## config.mk

```make
export PLATFORM = sky130hd
export DESIGN_NAME = cap_touch_scanner
export DESIGN_NICKNAME = d
export VERILOG_FILES = /design/src/rtl/cap_touch_pkg.sv /design/src/rtl/cap_touch_sync.sv /design/src/rtl/cap_touch_scanner.sv
export SDC_FILE = /design/constraint.sdc
export NUM_CORES = 1
export LEC_CHECK = 0
export ABC_AREA = 1
export CORE_ASPECT_RATIO = 0.5
export CORE_MARGIN = 10
export CORE_UTILIZATION = 53
export CTS_CLUSTER_DIAMETER = 40
export DETAILED_ROUTE_END_ITERATION = 12
export PLACE_DENSITY = 0.76
export RECOVER_POWER = 100
export SLEW_MARGIN = 25
export SYNTH_ARGS = -nofsm -noshare
export SYNTH_HDL_FRONTEND = slang
export SYNTH_HIERARCHICAL = 1
export SYNTH_SLANG_ARGS = --single-unit
```

## constraint.sdc

```tcl
create_clock -name clk -period 3.4 [get_ports clk]
set_clock_uncertainty 0.05 [all_clocks]
set_input_delay 1.02 -clock clk [delete_from_list [all_inputs] [get_ports clk]]
set_output_delay 1.02 -clock clk [all_outputs]
set_load 0.01 [all_outputs]
```

## src/rtl/cap_touch_pkg.sv

```systemverilog
// Shared types and defaults for the capacitive touch scanner.
package cap_touch_pkg;

    localparam int unsigned DEF_CNT_W   = 12;
    localparam int unsigned DEF_TIMEOUT = 4095;

    typedef logic [DEF_CNT_W-1:0] count_t;

    // Scanner FSM encoding
    typedef logic [1:0] state_t;
    localparam state_t IDLE      = 2'd0;
    localparam state_t DISCHARGE = 2'd1;
    localparam state_t MEASURE   = 2'd2;
    localparam state_t EVAL      = 2'd3;

endpackage

```

## src/rtl/cap_touch_sync.sv

```systemverilog
// Two-flop synchronizer for the raw pad levels. Resets high so an idle pad
// never looks like it is still charging.
module cap_touch_sync #(
    parameter int unsigned WIDTH = 8
) (
    input  logic             clk,
    input  logic             rst_n,
    input  logic [WIDTH-1:0] d,
    output logic [WIDTH-1:0] q
);

    logic [WIDTH-1:0] meta;

    // Metastability stage followed by the stable output stage
    always_ff @(posedge clk or negedge rst_n) begin
        if (!rst_n) begin
            meta <= '1;
            q    <= '1;
        end else begin
            meta <= d;
            q    <= meta;
        end
    end

endmodule

```

## src/rtl/cap_touch_scanner.sv

```systemverilog
// Round-robin capacitive touch scanner: discharge a pad, release it, count
// cycles until it charges high, compare against a calibrated baseline.
// Optional macro CAP_TOUCH_DEBOUNCE_EN: touched bits only change when two
// consecutive comparison sweeps agree.
module cap_touch_scanner
    import cap_touch_pkg::*;
#(
    parameter int unsigned NUM_CH           = 8,
    parameter int unsigned CNT_W            = DEF_CNT_W,
    parameter int unsigned DISCHARGE_CYCLES = 16,
    parameter int unsigned TIMEOUT          = DEF_TIMEOUT
) (
    input  logic              clk,
    input  logic              rst_n,
    input  logic              ena,
    input  logic              recal,
    input  logic [7:0]        thresh,
    input  logic [NUM_CH-1:0] pad_in,
    output logic [NUM_CH-1:0] pad_out,
    output logic [NUM_CH-1:0] pad_oe,
    output logic [NUM_CH-1:0] touched,
    output logic              scan_done,
    output logic [2:0]        cur_ch,
    output logic [CNT_W-1:0]  last_count,
    output logic              timeout_flag
);

    localparam int unsigned    TIM_W    = $clog2(DISCHARGE_CYCLES + 1);
    localparam logic [TIM_W-1:0] TIM_LAST = TIM_W'(DISCHARGE_CYCLES - 1);
    localparam logic [CNT_W-1:0] CNT_MAX  = CNT_W'(TIMEOUT);
    localparam logic [2:0]       LAST_CH  = 3'(NUM_CH - 1);

    state_t            state;
    state_t            state_next;
    logic [TIM_W-1:0]  timer;
    logic [CNT_W-1:0]  count;
    logic [CNT_W-1:0]  baseline [NUM_CH];
    logic              cal_pending;
    logic              recal_seen;
    logic [2:0]        ch_next;
    logic [NUM_CH-1:0] pad_sync;
    logic              pad_cur;
    logic [CNT_W:0]    limit;
    logic              raw_touch;
    logic              sweep_end;
`ifdef CAP_TOUCH_DEBOUNCE_EN
    logic [NUM_CH-1:0] hist;
`endif

    cap_touch_sync #(
        .WIDTH (NUM_CH)
    ) u_sync (
        .clk   (clk),
        .rst_n (rst_n),
        .d     (pad_in),
        .q     (pad_sync)
    );

    // Pads are only ever pulled low; the enable does the switching
    assign pad_out   = '0;
    assign pad_cur   = pad_sync[cur_ch];
    // One extra bit so baseline + thresh can never wrap
    assign limit     = {1'b0, baseline[cur_ch]} + (CNT_W+1)'(thresh);
    assign raw_touch = ({1'b0, count} > limit);
    assign sweep_end = (state == EVAL) && (cur_ch == LAST_CH);
    assign ch_next   = (state != EVAL) ? cur_ch :
                       (cur_ch == LAST_CH) ? 3'd0 : cur_ch + 3'd1;

    // Next-state decode; ena low aborts the channel in progress
    always_comb begin
        state_next = state;
        case (state)
            IDLE:      if (ena) state_next = DISCHARGE;
            DISCHARGE: begin
                if (!ena)                   state_next = IDLE;
                else if (timer == TIM_LAST) state_next = MEASURE;
            end
            MEASURE: begin
                if (!ena)                             state_next = IDLE;
                else if (pad_cur || count == CNT_MAX) state_next = EVAL;
            end
            EVAL:      state_next = ena ? DISCHARGE : IDLE;
            default:   state_next = IDLE;
        endcase
    end

    // Sequencing, measurement, calibration and touch decision
    always_ff @(posedge clk or negedge rst_n) begin
        if (!rst_n) begin
            state        <= IDLE;
            timer        <= '0;
            count        <= '0;
            pad_oe       <= '0;
            touched      <= '0;
            scan_done    <= 1'b0;
            cur_ch       <= 3'd0;
            last_count   <= '0;
            timeout_flag <= 1'b0;
            cal_pending  <= 1'b1;
            recal_seen   <= 1'b0;
            for (int i = 0; i < NUM_CH; i++) baseline[i] <= '0;
`ifdef CAP_TOUCH_DEBOUNCE_EN
            hist         <= '0;
`endif
        end else begin
            state     <= state_next;
            scan_done <= 1'b0;
            // Registered so the pad drivers never see decode glitches
            pad_oe    <= (state_next == DISCHARGE) ? (NUM_CH'(1) << ch_next) : '0;
            timer     <= (state == DISCHARGE) ? timer + TIM_W'(1) : '0;

            if (state == DISCHARGE) begin
                count <= '0;
            end else if (state == MEASURE && state_next == MEASURE) begin
                count <= count + CNT_W'(1);
            end

            if (state == EVAL) begin
                last_count   <= count;
                timeout_flag <= (count == CNT_MAX);
                cur_ch       <= ch_next;
                if (cal_pending) begin
                    baseline[cur_ch] <= count;
                    touched[cur_ch]  <= 1'b0;
`ifdef CAP_TOUCH_DEBOUNCE_EN
                    hist[cur_ch]     <= 1'b0;
`endif
                end else begin
`ifdef CAP_TOUCH_DEBOUNCE_EN
                    hist[cur_ch] <= raw_touch;
                    if (raw_touch == hist[cur_ch]) touched[cur_ch] <= raw_touch;
`else
                    touched[cur_ch] <= raw_touch;
`endif
                end
                if (cur_ch == LAST_CH) begin
                    scan_done   <= 1'b1;
                    cal_pending <= recal_seen | recal;
                    recal_seen  <= 1'b0;
                end
            end

            // Hold a mid-sweep recal until the sweep boundary
            if (recal && !sweep_end) recal_seen <= 1'b1;
        end
    end

endmodule

```

==> flow_metrics.tcl, run 1 <==
set metrics [dict create \
    drc_errors 0 \
    fp.dieW_um 194 \
    period_share_pct 114 \
    holdWs_ns 0.306 \
    rsz0062_at_grt "yes" \
    grt_pass1_vias 6935 \
    cap_viol_max_count 1 \
    antenna_found_initial 0 \
    yosysTopAreaCell "dfrtp_1" \
    htreeDepth 4 \
    synth_compound_gate_area_share_pct 12.8 \
    cts_tree "done" \
    synthMuxAreaShare_pct 0 \
    clk_pin_slew_ns 0.07 \
    root_buffer "clkbuf_16" \
    post-route-cell-area_um2 10200 \
    synth.ff_latch_count 166 \
    grt_first_pass_wirelength_um 36400 \
    start_kind "flop" \
    yosysTopAreaCellShare_pct 46.6 \
    status "finished with violations" \
    ir_drop_uv 288 \
    coreArea_um2 14600 \
    layout_setup_ws_ns -0.472 \
    fmax_mhz 258 \
    synthCells 937 \
    die_area_um2 20700 \
    synth-adder-area-share_pct 4.16 \
    clock-sinks 166 \
    fin_crit_ns 3.87 \
    layout_commonest_cell "nand2_1" \
    synth_simple_gate_area_share_pct 21.5 \
    max_stage_delay_ns 0.47 \
    diodes 0 \
    placed_area_um2 9000 \
    wl_per_cell_um 18.1 \
    reg2reg_slack_ns -0.47 \
    cts_buffer_depth 2 \
    num_vias 7008 \
    cts_hold_buf 0 \
    p_per_area_nw_per_um2 427 \
    crit_fanout 8 \
    postRouteAntennaNets 0 \
    synth_warnings 6 \
    wirelength_um 22800 \
    drive_gt1_share_pct 22.1 \
    track_usage_pct 21.7 \
    arrival_ns 4.14 \
    syn_to_final_growth_pct 27.8 \
    cpMostUsedCell "buf_4" \
    num_rows 31 \
    max_slew_margin_pct -9.63 \
    netlist_area_um2 8000 \
    violations "max-capacitance violations, max-slew violations, negative setup slack" \
    setup_viol 8 \
    maxSlewViolCount 69 \
    synth_cell_types 40 \
    die_h_um 107 \
    gp_congestion 0.937 \
    clk_latency_ns 0.43 \
    first_iter_violations 724 \
    grt_max_degree 69 \
    worstMarginPinSlew_ns 1.64 \
    avgSynthCellArea_um2 8.53 \
    dp.final_hpwl_um 15100 \
    fill_cells 1042 \
    final_cell_mix "nand2_1 (250), dfrtp_1 (147), o21ai_0 (110)" \
    ys_seq_area_share_pct 52.2 \
    start_util_pct 54.7 \
    viasPerCell 5.58 \
    cp_slowest_cell "dfrtp_2" \
    critPathRequiredTime_ns 3.66 \
    fin_nets 1091 \
    cp_cell_sequence "buf_4, nand3_2, inv_4, a221oi_2, nand4_1, ha_4, a21oi_2, nand2_2, nand2_1, o211ai_1, buf_4, xnor2_2, ha_1, nand2_2, nor2_4, nand4_1, o21ai_2, buf_4, nor2_4, buf_12, nand3_2, nand2_1" \
    hold_viol 0 \
    path_class "reg2reg" \
    p_leak_uw 0.00467 \
    grt.overflow.total 0 \
    port_buffers 52 \
    drt_first_pass_iters 6 \
    cts_buffers 17 \
    endpoint_kind "flop" \
    min_path_type "reg2reg" \
    num_io_pins 61 \
    synth_xor_area_share_pct 1.97 \
    synth_area_leaders "dfrtp_1 (47%), nand2_1 (13%), o21ai_0 (7.1%)" \
    synth_top_family_by_area "simple AND/OR/NAND/NOR gates" \
]
==> metal layers <==
layer / track usage (%) / vias to the layer above / share of wire [%]
met3: 6.09 / 43 / 8.6
met4: 6.88 / 0 / 2.3
li1: - / 3254 / -
met5: 0 / - / 0
met1: 28.7 / 3416 / 44
met2: 34.3 / 295 / 45
==> Yosys cell counts (all sizes together) <==
master,count
buf,33
o211ai,3
clkinv,4
a21o,1
conb,1
nor4,1
o21ai,115
xor2,13
nor3,8
a221oi,9
or2,1
dfrtp,149
a21boi,1
dfstp,17
o2bb2ai,1
inv,80
ha,25
a22oi,6
clkbuf,14
a21oi,41
o21a,1
nand3,40
nand4,9
xnor2,5
nor2,77
o22ai,9
nand2,272
fa,1
==> cells by family (layout without fill, tap and decap cells) <==
family                   after synthesis  after routing
AND/OR/NAND/NOR                      408            408
AO/OA/AOI/OAI                        187            187
flip-flops                           166            166
buffers and inverters                131            245
adder cells (fa/ha/maj)               26             26
XOR/XNOR                              18             18
other                                  1              8
==> final timing paths <==
check                               start           end  cells after the start
setup reg to reg                cur_ch[1]    touched[6]                     22
max in group asynchronous           rst_n  baseline[65]                      2
hold / removal             u_sync/meta[5]   u_sync/q[5]                      0
setup / recovery                cur_ch[1]    touched[6]                     22
hold reg to reg            u_sync/meta[5]   u_sync/q[5]                      0
min in group asynchronous           rst_n     scan_done                      1
==> final cells by class <==
| class | count | area (um2) | area share [%] |
|---|---|---|---|
| repair buffers | 129 | 1130 | 11.1 |
| multi-input cells | 647 | 3750 | 36.7 |
| clock inverters | 13 | 148 | 1.45 |
| clock buffers | 19 | 433 | 4.24 |
| inverters | 84 | 330 | 3.23 |
| flip-flops and latches | 166 | 4180 | 40.9 |
| well taps | 198 | 248 | 2.42 |
==> critical path, delay by kind of cell, from the launching register on <==
family	cells	cell delay, ns
AO/OA/AOI/OAI	4	0.68
AND/OR/NAND/NOR	10	1.06
flip-flops	1	0.47
adder cells (fa/ha/maj)	2	0.64
buffers and inverters	5	0.70
XOR/XNOR	1	0.13
==> metrics by stage <==
stage / util (%) / total power (uW) / setup TNS (ns) / cells / worst slack (ns)
after floorplan: - / 2240 / 0 / 944 / 0.00605
after global placement: 61.6 / 2400 / -2.96 / 1207 / -0.378
after detailed placement: 61.6 / 2410 / -3.57 / 1207 / -0.455
after CTS: 67.9 / 4340 / -2.56 / 1251 / -0.326
after global routing: 69.9 / 4500 / -4.63 / 1256 / -0.597
final: 69.9 / 4360 / -3.57 / 1256 / -0.472
==> sequential cells by signal (all words and copies together), names as in the netlist, 5 cells and up <==
name / count
timer: 5
u_sync/q: 8
u_sync/meta: 8
last_count: 12
pad_oe: 8
touched: 8
baseline: 96
count: 12
==> report_power, final <==
group | internal (uW) | switching, uW
Sequential | 2020 | 32.0
Combinational | 140 | 229
Clock | 1090 | 846
Total | 3250 | 1110
==> repair_timing <==
action | CTS | global route
hold endpoints to repair | 0 | 0
pin swaps | 36 | 47
resized for setup | 52 | 50
setup buffers | 12 | 6
gates cloned | 0 | 0
setup endpoints to repair | 8 | 8
No activity file was read; power rests on OpenSTA's default activity.
==> run 2: changes to the inputs <==
--- a/config.mk
+++ b/config.mk
@@ -8,10 +8,11 @@
 export ABC_AREA = 1
 export CORE_ASPECT_RATIO = 0.5
 export CORE_MARGIN = 10
-export CORE_UTILIZATION = 53
+export CORE_UTILIZATION = 55
+export CTS_BUF_LIST = sky130_fd_sc_hd__clkbuf_8
 export CTS_CLUSTER_DIAMETER = 40
 export DETAILED_ROUTE_END_ITERATION = 12
-export PLACE_DENSITY = 0.76
+export PLACE_DENSITY = 0.79
 export RECOVER_POWER = 100
 export SLEW_MARGIN = 25
 export SYNTH_ARGS = -nofsm -noshare
==> flow_metrics.tcl, run 2 (synthesis gave the netlist of run 1 again) <==
set metrics [dict create \
    status "finished with violations" \
    violations "max-capacitance violations, max-slew violations, negative setup slack" \
    fin_cells 1254 \
    clkPwrFrac_pct 36.6 \
    viasPerCell 5.42 \
    min_path_type "reg2reg" \
    p_leak_uw 0.00455 \
    grt_first_pass_wirelength_um 34900 \
    largestRegisters "baseline x96, count x12, last_count x12" \
    reg2regPathDepth 24 \
    dp.final_hpwl_um 15100 \
    gp_congestion 0.882 \
    maxSlewViolCount 72 \
    root_buffer "clkbuf_8" \
    die_h_um 105 \
    wl_per_cell_um 17.4 \
    power.share.switching_pct 27.3 \
    period_share_pct 109 \
    drive_gt1_share_pct 20.1 \
    final_util_pct 69.0 \
    cap_viol_max_count 1 \
    coreArea_um2 14400 \
    num_rows 31 \
    arrival_ns 4.00 \
    fp.dieW_um 191 \
    track_usage_pct 21.7 \
    syn_to_final_growth_pct 23.8 \
    cts_buffer_depth 2 \
    cts_tree "done" \
    diodes 0 \
    worstMarginPinSlew_ns 1.83 \
    max_slew_margin_pct -22.1 \
    start_util_pct 55.7 \
    pwr-share-seq_pct 54.0 \
    endpoint_kind "flop" \
    cp_slowest_cell "dfrtp_2" \
    max_stage_delay_ns 0.50 \
    internal_power_uw 2760 \
    num_vias 6791 \
    grt.overflow.total 0 \
    dp_cells 1210 \
    ir_drop_uv 285 \
    fin_crit_ns 3.70 \
    antenna_found_initial 0 \
    cp_cell_sequence "buf_6, nor3_4, inv_2, buf_6, o22ai_1, a21oi_2, nand3_2, ha_4, inv_1, nor3_4, nand2_1, o211ai_1, nand3_1, nand2_2, nand3_2, nand2_1, nand2_2, ha_4, nand4_1, o21ai_2, nor2_4, buf_12, nand3_2, nand2_1" \
    layout_setup_ws_ns -0.296 \
    largest_reg_flops 96 \
    combPwrFrac_pct 9.5 \
    cts_hold_buf 0 \
    drt_first_pass_iters 5 \
    htreeDepth 4 \
    fin_nets 1089 \
    power_uw 3800 \
    setup_viol 8 \
    critPathRequiredTime_ns 3.70 \
    port_buffers 52 \
    hold-path-cell-count 0 \
    grt_max_degree 72 \
    drc_errors 0 \
    wirelength_um 21800 \
    die_area_um2 20100 \
    clk_pin_slew_ns 0.10 \
    rsz0062_at_grt "yes" \
    cts_buffers 17 \
    setup_tns_ns -2.20 \
    grt_pass1_vias 6634 \
    path_class "reg2reg" \
    hold_viol 0 \
    final_cell_mix "nand2_1 (256), dfrtp_1 (147), o21ai_0 (110)" \
    start_kind "flop" \
    fmax_mhz 271 \
    clk_latency_ns 0.45 \
    switchingPower_uw 1040 \
    regMostFlops "baseline" \
    layout_commonest_cell "nand2_1" \
    first_iter_violations 707 \
    clock-sinks 166 \
    p_per_area_nw_per_um2 384 \
    num_io_pins 61 \
    postRouteAntennaNets 0 \
    crit_fanout 13 \
]
[run 2: cell types whose count changed in the layout (fill, tap and decap cells not counted), moves of 6 or more]
cell,before,now
a22oi_2,6,0
clkbuf_8,0,18
clkbuf_16,17,0
buf_4,66,58
a22oi_1,0,6
nand2_1,250,256
[run 2: final timing paths]
check,startpoint,endpoint,slack (ns)
worst max-delay path,cur_ch[0],touched[2],-0.30
worst min-delay path,u_sync/meta[6],u_sync/q[6],0.31
worst max register to register,cur_ch[0],touched[2],-0.30
worst min register to register,u_sync/meta[6],u_sync/q[6],0.31
max in group asynchronous,rst_n,last_count[4],0.63
min in group asynchronous,rst_n,baseline[88],0.98
[run 2: final cells by class]
type / count / area, um2
sequential: 166 / 4180
clock buffer: 18 / 248
multi-input combinational: 647 / 3630
inverter: 84 / 335
fill: 1083 / 4460
timing repair buffer: 127 / 1120
tap: 198 / 248
clock inverter: 14 / 128
[run 2: worst max-delay path: cells and delay by family (launching register included)]
family,cells,cell delay [ns]
compound gates,4,0.55
simple gates,13,1.19
fa+ha+maj,2,0.58
buf+inv,5,0.69
flops,1,0.50
[run 2: stage by stage]
stage,area (um2),hold slack (ns),setup slack (ns)
2_1_floorplan,8050,0.295,0.00605
3_3_place_gp,9040,0.296,-0.316
3_5_place_dp,9040,0.297,-0.390
4_1_cts,9780,0.311,-0.163
5_1_grt,9900,0.313,-0.476
6_report,9900,0.310,-0.296
[run 2: repair_timing]
| item | CTS | global route |
|---|---|---|
| cloned | 0 | 0 |
| setup buffers | 9 | 10 |
| endpoints found under the setup margin | 8 | 8 |
| pin swaps | 37 | 11 |
| resized for setup | 57 | 27 |
[run 2: power groups by stage]
stage / combinational, uW / clock [uW] / sequential [uW]
2_1_floorplan: 170 / 0 / 2070
3_3_place_gp: 321 / 0 / 2080
3_5_place_dp: 326 / 0 / 2080
4_1_cts: 350 / 1380 / 2050
5_1_grt: 400 / 1480 / 2050
6_report: 360 / 1390 / 2050
[run 2: layer usage]
layer | part of all wire [%] | up-vias | global-route usage (%)
li1 | - | 3240 | -
met5 | 0 | - | 0
met4 | 2.3 | 0 | 7.88
met3 | 7.7 | 45 | 6.35
met1 | 45 | 3275 | 29.5
met2 | 45 | 231 | 32.5
